--- src/rtl/quad_encoder_tx.sv ---
// rtl/quad_encoder_tx.sv - quadrature rotary-encoder transmitter
// Plays step commands out as enc_a/enc_b detent sequences with an optional button press.
module quad_encoder_tx #(
  parameter int PHASE_CYCLES = 2500,
  parameter int GAP_CYCLES   = 10000,
  parameter int PRESS_CYCLES = 250000,
  parameter int COUNT_W      = 8
) (
  input  logic               clk,
  input  logic               reset,
  input  logic               cmd_valid,
  output logic               cmd_ready,
  input  logic               cmd_dir,
  input  logic [COUNT_W-1:0] cmd_steps,
  input  logic               cmd_press,
  output logic               enc_a,
  output logic               enc_b,
  output logic               enc_btn,
  output logic               busy,
  output logic [COUNT_W-1:0] steps_done,
  output logic               done
);

  localparam int MAX_PG = (PHASE_CYCLES > GAP_CYCLES) ? PHASE_CYCLES : GAP_CYCLES;
  localparam int MAX_C  = (MAX_PG > PRESS_CYCLES) ? MAX_PG : PRESS_CYCLES;
  localparam int TW     = $clog2(MAX_C + 1);

  localparam logic [TW-1:0] PH_LOAD  = TW'(PHASE_CYCLES - 1);
  localparam logic [TW-1:0] GAP_LOAD = TW'((GAP_CYCLES > 0) ? GAP_CYCLES - 1 : 0);
  localparam logic [TW-1:0] PR_LOAD  = TW'(PRESS_CYCLES - 1);

  typedef enum logic [2:0] {
    S_IDLE,
    S_PHASE,
    S_GAP,
    S_PRESS,
    S_DONE
  } state_t;

  state_t             state_q, state_d;
  logic [TW-1:0]      timer_q, timer_d;
  logic [1:0]         phase_q, phase_d;
  logic               dir_q, dir_d;
  logic               press_q, press_d;
  logic [COUNT_W-1:0] rem_q, rem_d;
  logic [COUNT_W-1:0] steps_done_q, steps_done_d;
  logic               enc_a_q, enc_a_d;
  logic               enc_b_q, enc_b_d;
  logic               enc_btn_q, enc_btn_d;
  logic               busy_q, busy_d;
  logic               done_q, done_d;
  logic               cmd_ready_q, cmd_ready_d;
  logic               accept;

  always_comb begin
    state_d      = state_q;
    timer_d      = timer_q;
    phase_d      = phase_q;
    dir_d        = dir_q;
    press_d      = press_q;
    rem_d        = rem_q;
    steps_done_d = steps_done_q;
    accept       = cmd_valid && cmd_ready_q && (state_q == S_IDLE);

    case (state_q)
      S_IDLE: begin
        if (accept) begin
          dir_d        = cmd_dir;
          press_d      = cmd_press;
          rem_d        = cmd_steps;
          steps_done_d = '0;
          phase_d      = 2'd0;
          if (cmd_steps != '0) begin
            state_d = S_PHASE;
            timer_d = PH_LOAD;
          end else if (cmd_press) begin
            state_d = S_PRESS;
            timer_d = PR_LOAD;
          end else begin
            state_d = S_DONE;
          end
        end
      end
      S_PHASE: begin
        if (timer_q != '0) begin
          timer_d = timer_q - TW'(1);
        end else if (phase_q != 2'd3) begin
          phase_d = phase_q + 2'd1;
          timer_d = PH_LOAD;
        end else begin
          // rem_q is checked before the decrement, so it bottoms out at zero
          steps_done_d = steps_done_q + COUNT_W'(1);
          rem_d        = rem_q - COUNT_W'(1);
          phase_d      = 2'd0;
          if (rem_q > COUNT_W'(1)) begin
            if (GAP_CYCLES > 0) begin
              state_d = S_GAP;
              timer_d = GAP_LOAD;
            end else begin
              timer_d = PH_LOAD;
            end
          end else if (press_q) begin
            state_d = S_PRESS;
            timer_d = PR_LOAD;
          end else begin
            state_d = S_DONE;
          end
        end
      end
      S_GAP: begin
        if (timer_q != '0) begin
          timer_d = timer_q - TW'(1);
        end else begin
          state_d = S_PHASE;
          phase_d = 2'd0;
          timer_d = PH_LOAD;
        end
      end
      S_PRESS: begin
        if (timer_q != '0) begin
          timer_d = timer_q - TW'(1);
        end else begin
          state_d = S_DONE;
        end
      end
      S_DONE: begin
        state_d = S_IDLE;
      end
      default: begin
        state_d = S_IDLE;
      end
    endcase

    // Outputs are registered from the current state, so the waveform trails the FSM by one cycle
    enc_a_d   = 1'b0;
    enc_b_d   = 1'b0;
    if (state_q == S_PHASE) begin
      if (dir_q) begin
        enc_a_d = (phase_q == 2'd0) || (phase_q == 2'd1);
        enc_b_d = (phase_q == 2'd1) || (phase_q == 2'd2);
      end else begin
        enc_a_d = (phase_q == 2'd1) || (phase_q == 2'd2);
        enc_b_d = (phase_q == 2'd0) || (phase_q == 2'd1);
      end
    end
    enc_btn_d = (state_q == S_PRESS);
    done_d    = (state_q == S_DONE);

    busy_d      = busy_q;
    cmd_ready_d = cmd_ready_q;
    if (accept) begin
      busy_d      = 1'b1;
      cmd_ready_d = 1'b0;
    end else if (done_q) begin
      busy_d      = 1'b0;
      cmd_ready_d = 1'b1;
    end
  end

  always_ff @(posedge clk) begin
    if (reset) begin
      state_q      <= S_IDLE;
      timer_q      <= '0;
      phase_q      <= 2'd0;
      dir_q        <= 1'b0;
      press_q      <= 1'b0;
      rem_q        <= '0;
      steps_done_q <= '0;
      enc_a_q      <= 1'b0;
      enc_b_q      <= 1'b0;
      enc_btn_q    <= 1'b0;
      busy_q       <= 1'b0;
      done_q       <= 1'b0;
      cmd_ready_q  <= 1'b1;
    end else begin
      state_q      <= state_d;
      timer_q      <= timer_d;
      phase_q      <= phase_d;
      dir_q        <= dir_d;
      press_q      <= press_d;
      rem_q        <= rem_d;
      steps_done_q <= steps_done_d;
      enc_a_q      <= enc_a_d;
      enc_b_q      <= enc_b_d;
      enc_btn_q    <= enc_btn_d;
      busy_q       <= busy_d;
      done_q       <= done_d;
      cmd_ready_q  <= cmd_ready_d;
    end
  end

  assign cmd_ready  = cmd_ready_q;
  assign enc_a      = enc_a_q;
  assign enc_b      = enc_b_q;
  assign enc_btn    = enc_btn_q;
  assign busy       = busy_q;
  assign steps_done = steps_done_q;
  assign done       = done_q;

endmodule
--- config.mk ---
export PLATFORM = sky130hd
export DESIGN_NAME = quad_encoder_tx
export DESIGN_NICKNAME = d
export VERILOG_FILES = /design/src/rtl/quad_encoder_tx.sv
export SDC_FILE = /design/constraint.sdc
export NUM_CORES = 1
export LEC_CHECK = 0
export CAP_MARGIN = 5
export CORE_ASPECT_RATIO = 0.8
export CORE_UTILIZATION = 50
export CTS_CLUSTER_DIAMETER = 120
export DETAILED_ROUTE_END_ITERATION = 8
export GPL_ROUTABILITY_DRIVEN = 0
export PLACE_DENSITY = 0.71
export SYNTH_ARGS = -nofsm -noshare
export SYNTH_HDL_FRONTEND = slang
export SYNTH_SLANG_ARGS = --single-unit
--- constraint.sdc ---
create_clock -name clk -period 2.8 [get_ports clk]
set_input_delay 0.56 -clock clk [delete_from_list [all_inputs] [get_ports clk]]
set_output_delay 0.56 -clock clk [all_outputs]
set_load 0.005 [all_outputs]
==> flow_summary.json, run 1 <==
{
  "ys_seq_area_frac": 0.3292,
  "crit_fanout": 17,
  "synthTopCellsByArea": "dfxtp_1 (33%), a21oi_1 (6.0%), nor2_1 (5.4%)",
  "first_pass_iters": 5,
  "synth-edff-count": 0,
  "end_kind": "register",
  "die_x_um": 86.53,
  "layout_min_cycle_time_ps": 2451,
  "seqPwrFrac": 0.308,
  "path_class": "reg -> reg",
  "post_dp_cell_area_sq_um": 3216,
  "tns_ps": 0,
  "clock_power_share": 0.165,
  "portBuffers": 26,
  "drt-vias-per-instance": 6.121,
  "drtIter0Drc": 223,
  "swShare": 0.4549,
  "cp_cell_sequence": "nor3b_4 > nand2_1 > o31ai_4 > a21o_1 > nor2_1 > a221oi_1",
  "p_sw_mw": 1.656,
  "status": "completed",
  "pwr_density_cell_nw_per_um2": 1086,
  "synthesis.area_sq_um": 2858,
  "rows": 24,
  "vias": 2828,
  "setup_violations": 0,
  "async_flop_share": 0,
  "nets": 403,
  "hold_slack_ps": 473.1,
  "cts.repair.resized": 0,
  "regToRegSetupSlack_ps": 350,
  "final_layout_size_suffix_gt1_frac": 0.1172,
  "yosysTopAreaCell": "dfxtp_1",
  "cts_buffer_depth": 2,
  "clock_latency_ps": 310,
  "fmax_mhz": 408.0,
  "yosys_warnings": 0,
  "hold_violations": 0,
  "tightest_slew_ps": 603.8,
  "clock_skew_ps": 9.937,
  "start_util": 0.5229,
  "drc": 0,
  "io_pins": 27,
  "yosysUniqueCellTypes": 70,
  "max_stage_delay_ps": 720,
  "min_path_type": "reg -> reg",
  "cp_data_arrival_time_ps": 2670,
  "antenna_found_initial": 0,
  "synth_flop_cell": "dfxtp_1",
  "slew_viol_final": 0,
  "grt_start_max_net_pins": 38,
  "root_buffer": "clkbuf_8",
  "cp-start-kind": "register",
  "reg2reg_depth": 6,
  "whs_endpoint": "phase_q[1]",
  "r2r_end": "timer_q[1]",
  "fp.dieH_um": 69.62,
  "crit_slowest_cell": "dfxtp_1",
  "total_power_mw": 3.641,
  "overflow": 0,
  "path_clk_slew_ps": 100,
  "synth_top_area_frac": 0.3292,
  "cts_sinks": 47,
  "tritoncts": "done",
  "postCtsHoldBufs": 0,
  "numCtsBuffers": 5,
  "period_share": 0.8754,
  "ant_nets": 0,
  "power_frac_comb": 0.527,
  "syn_nets": 374,
  "die_area_sq_um": 6024,
  "grt_pass1_wl_mm": 12.57,
  "path_delay_family": "compound AO/OA/AOI/OAI gates",
  "diodes": 0,
  "syn_area_per_cell_sq_um": 8.073,
  "whs_path_depth": 2,
  "maxCapViolCount": 0,
  "grt_use_total": 0.2652,
  "synthCells": 354,
  "fin_area_sq_um": 3352,
  "r2r-start": "state_q[0]",
  "ys_ff_latch": 47,
  "path_buf_inv": 0,
  "hpwl_mm": 5.310,
  "worstPathRequired_ps": 3020,
  "area_delta_synth_final_pct": 17.29,
  "first_global_vias": 2546,
  "p_int_mw": 1.985,
  "cts-htree-levels": 2,
  "postCtsSetupRepairBufs": 0,
  "cellLeakagePower_nw": 1.196,
  "core_area_sq_um": 5465,
  "irDropWorstVdd_mv": 0.4254,
  "drt_wl_total_mm": 7.374,
  "slew_headroom": 0.5969,
  "detail_route.wl_per_cell_um": 15.96,
  "hp-start": "phase_q[1]",
  "fin_util": 0.6133,
  "rsz0062_at_grt": "no"
}
-- cells in the mapped netlist, drive strengths merged (5+ instances only) --
library cell / instances
nor2: 42
ha: 7
a22o: 5
clkbuf: 11
nand2: 33
nor3: 15
o21ai: 27
nor4: 10
a211oi: 5
buf: 7
nand4: 7
or3: 6
a21oi: 34
inv: 10
nand2b: 5
xnor2: 7
dfxtp: 47
nand3: 12
nor4b: 5
-- per-stage QoR --
step                worst slack [ps]  std cells
finish                         348.8        462
global route                   180.7        462
CTS                            383.1        462
detailed placement             86.94        454
global placement               110.1        454
floorplan                      684.8        354
-- cells in the final DEF, fill, tap and decap left out, drive strengths merged, types with 5 or more instances in the layout --
cell type and instances:
buf 14, ha 7, nand2 33, a22o 5, dfxtp 47, a211oi 5, nand3 12, a21oi 34
xnor2 7, nor2 42, or3 6, nor4b 5, nand4 7, o21ai 27, nor3 15, inv 10
clkbuf 5, nand2b 5, clkdlybuf4s50 26, nor4 10
-- sequential cells by signal (all words and copies together), names as in the netlist --
name        cells
cmd_ready       1
done            1
phase_q         2
enc_b           1
press_q         1
enc_btn         1
rem_q           8
state_q         3
busy            1
steps_done      8
timer_q        18
dir_q           1
enc_a           1
-- cells by family (layout without fill, tap and decap cells) --
kind of cell,Yosys count,after routing,share of synthesized area
compound gates,107,107,0.2531
mux,3,3,0.01051
xor+xnor,10,10,0.03065
simple gates,152,152,0.2960
fa+ha+maj,7,7,0.03065
flops,47,47,0.3292
buf+inv,28,58,0.04991
-- how the worst max path moves through the flow --
stage / endpoint / slack, ps / from / cells after the start
floorplan: timer_q[17] / 680 / timer_q[0] / 7
global placement: timer_q[13] / 110 / cmd_steps[0] / 9
CTS: timer_q[16] / 380 / cmd_steps[0] / 9
finish: timer_q[1] / 350 / state_q[0] / 6
detailed placement: timer_q[13] / 90 / cmd_steps[0] / 9
global route: timer_q[13] / 180 / state_q[0] / 7
-- power by group through the flow --
stage	registers [mW]	logic, mW	clock network (mW)
finish	1.12	1.92	0.600
global route	1.15	2.13	0.627
CTS	1.11	1.88	0.607
detailed placement	1.12	1.87	0
global placement	1.12	1.85	0
floorplan	1.02	1.46	0
-- worst min-delay path: cells and delay by family, from the launching register on --
kind               cells  cell delay [ps]
and+or+nand+nor        1               50
DFF                    1              330
AOI/OAI and AO/OA      1               50
-- cell type report --
type                    instances  area [sq um]
clock buffers                   5         68.82
clock inverters                 3         67.56
fillers                       519          2113
inverters                      10         37.54
multi-input cells             279          1774
flip-flops and latches         47         940.9
well taps                      78         97.59
repair buffers                 40         365.4
-- layer usage --
metal	track usage	vias to the layer above	wire [um]
met5	0	-	0
met1	0.4046	1372	3821
li1	-	1367	-
met2	0.3871	82	3136
met4	0.06111	0	63
met3	0.04286	7	352
(Power assumes the default switching activity.)
==> run 2, diff against run 1 <==
--- a/config.mk
+++ b/config.mk
@@ -9,6 +9,7 @@
 export CORE_ASPECT_RATIO = 0.8
 export CORE_UTILIZATION = 50
 export CTS_CLUSTER_DIAMETER = 120
+export CTS_CLUSTER_SIZE = 12
 export DETAILED_ROUTE_END_ITERATION = 8
 export GPL_ROUTABILITY_DRIVEN = 0
 export PLACE_DENSITY = 0.71
==> results of run 2 <==
Final layout, timing and power as in run 1 (identical DEF).
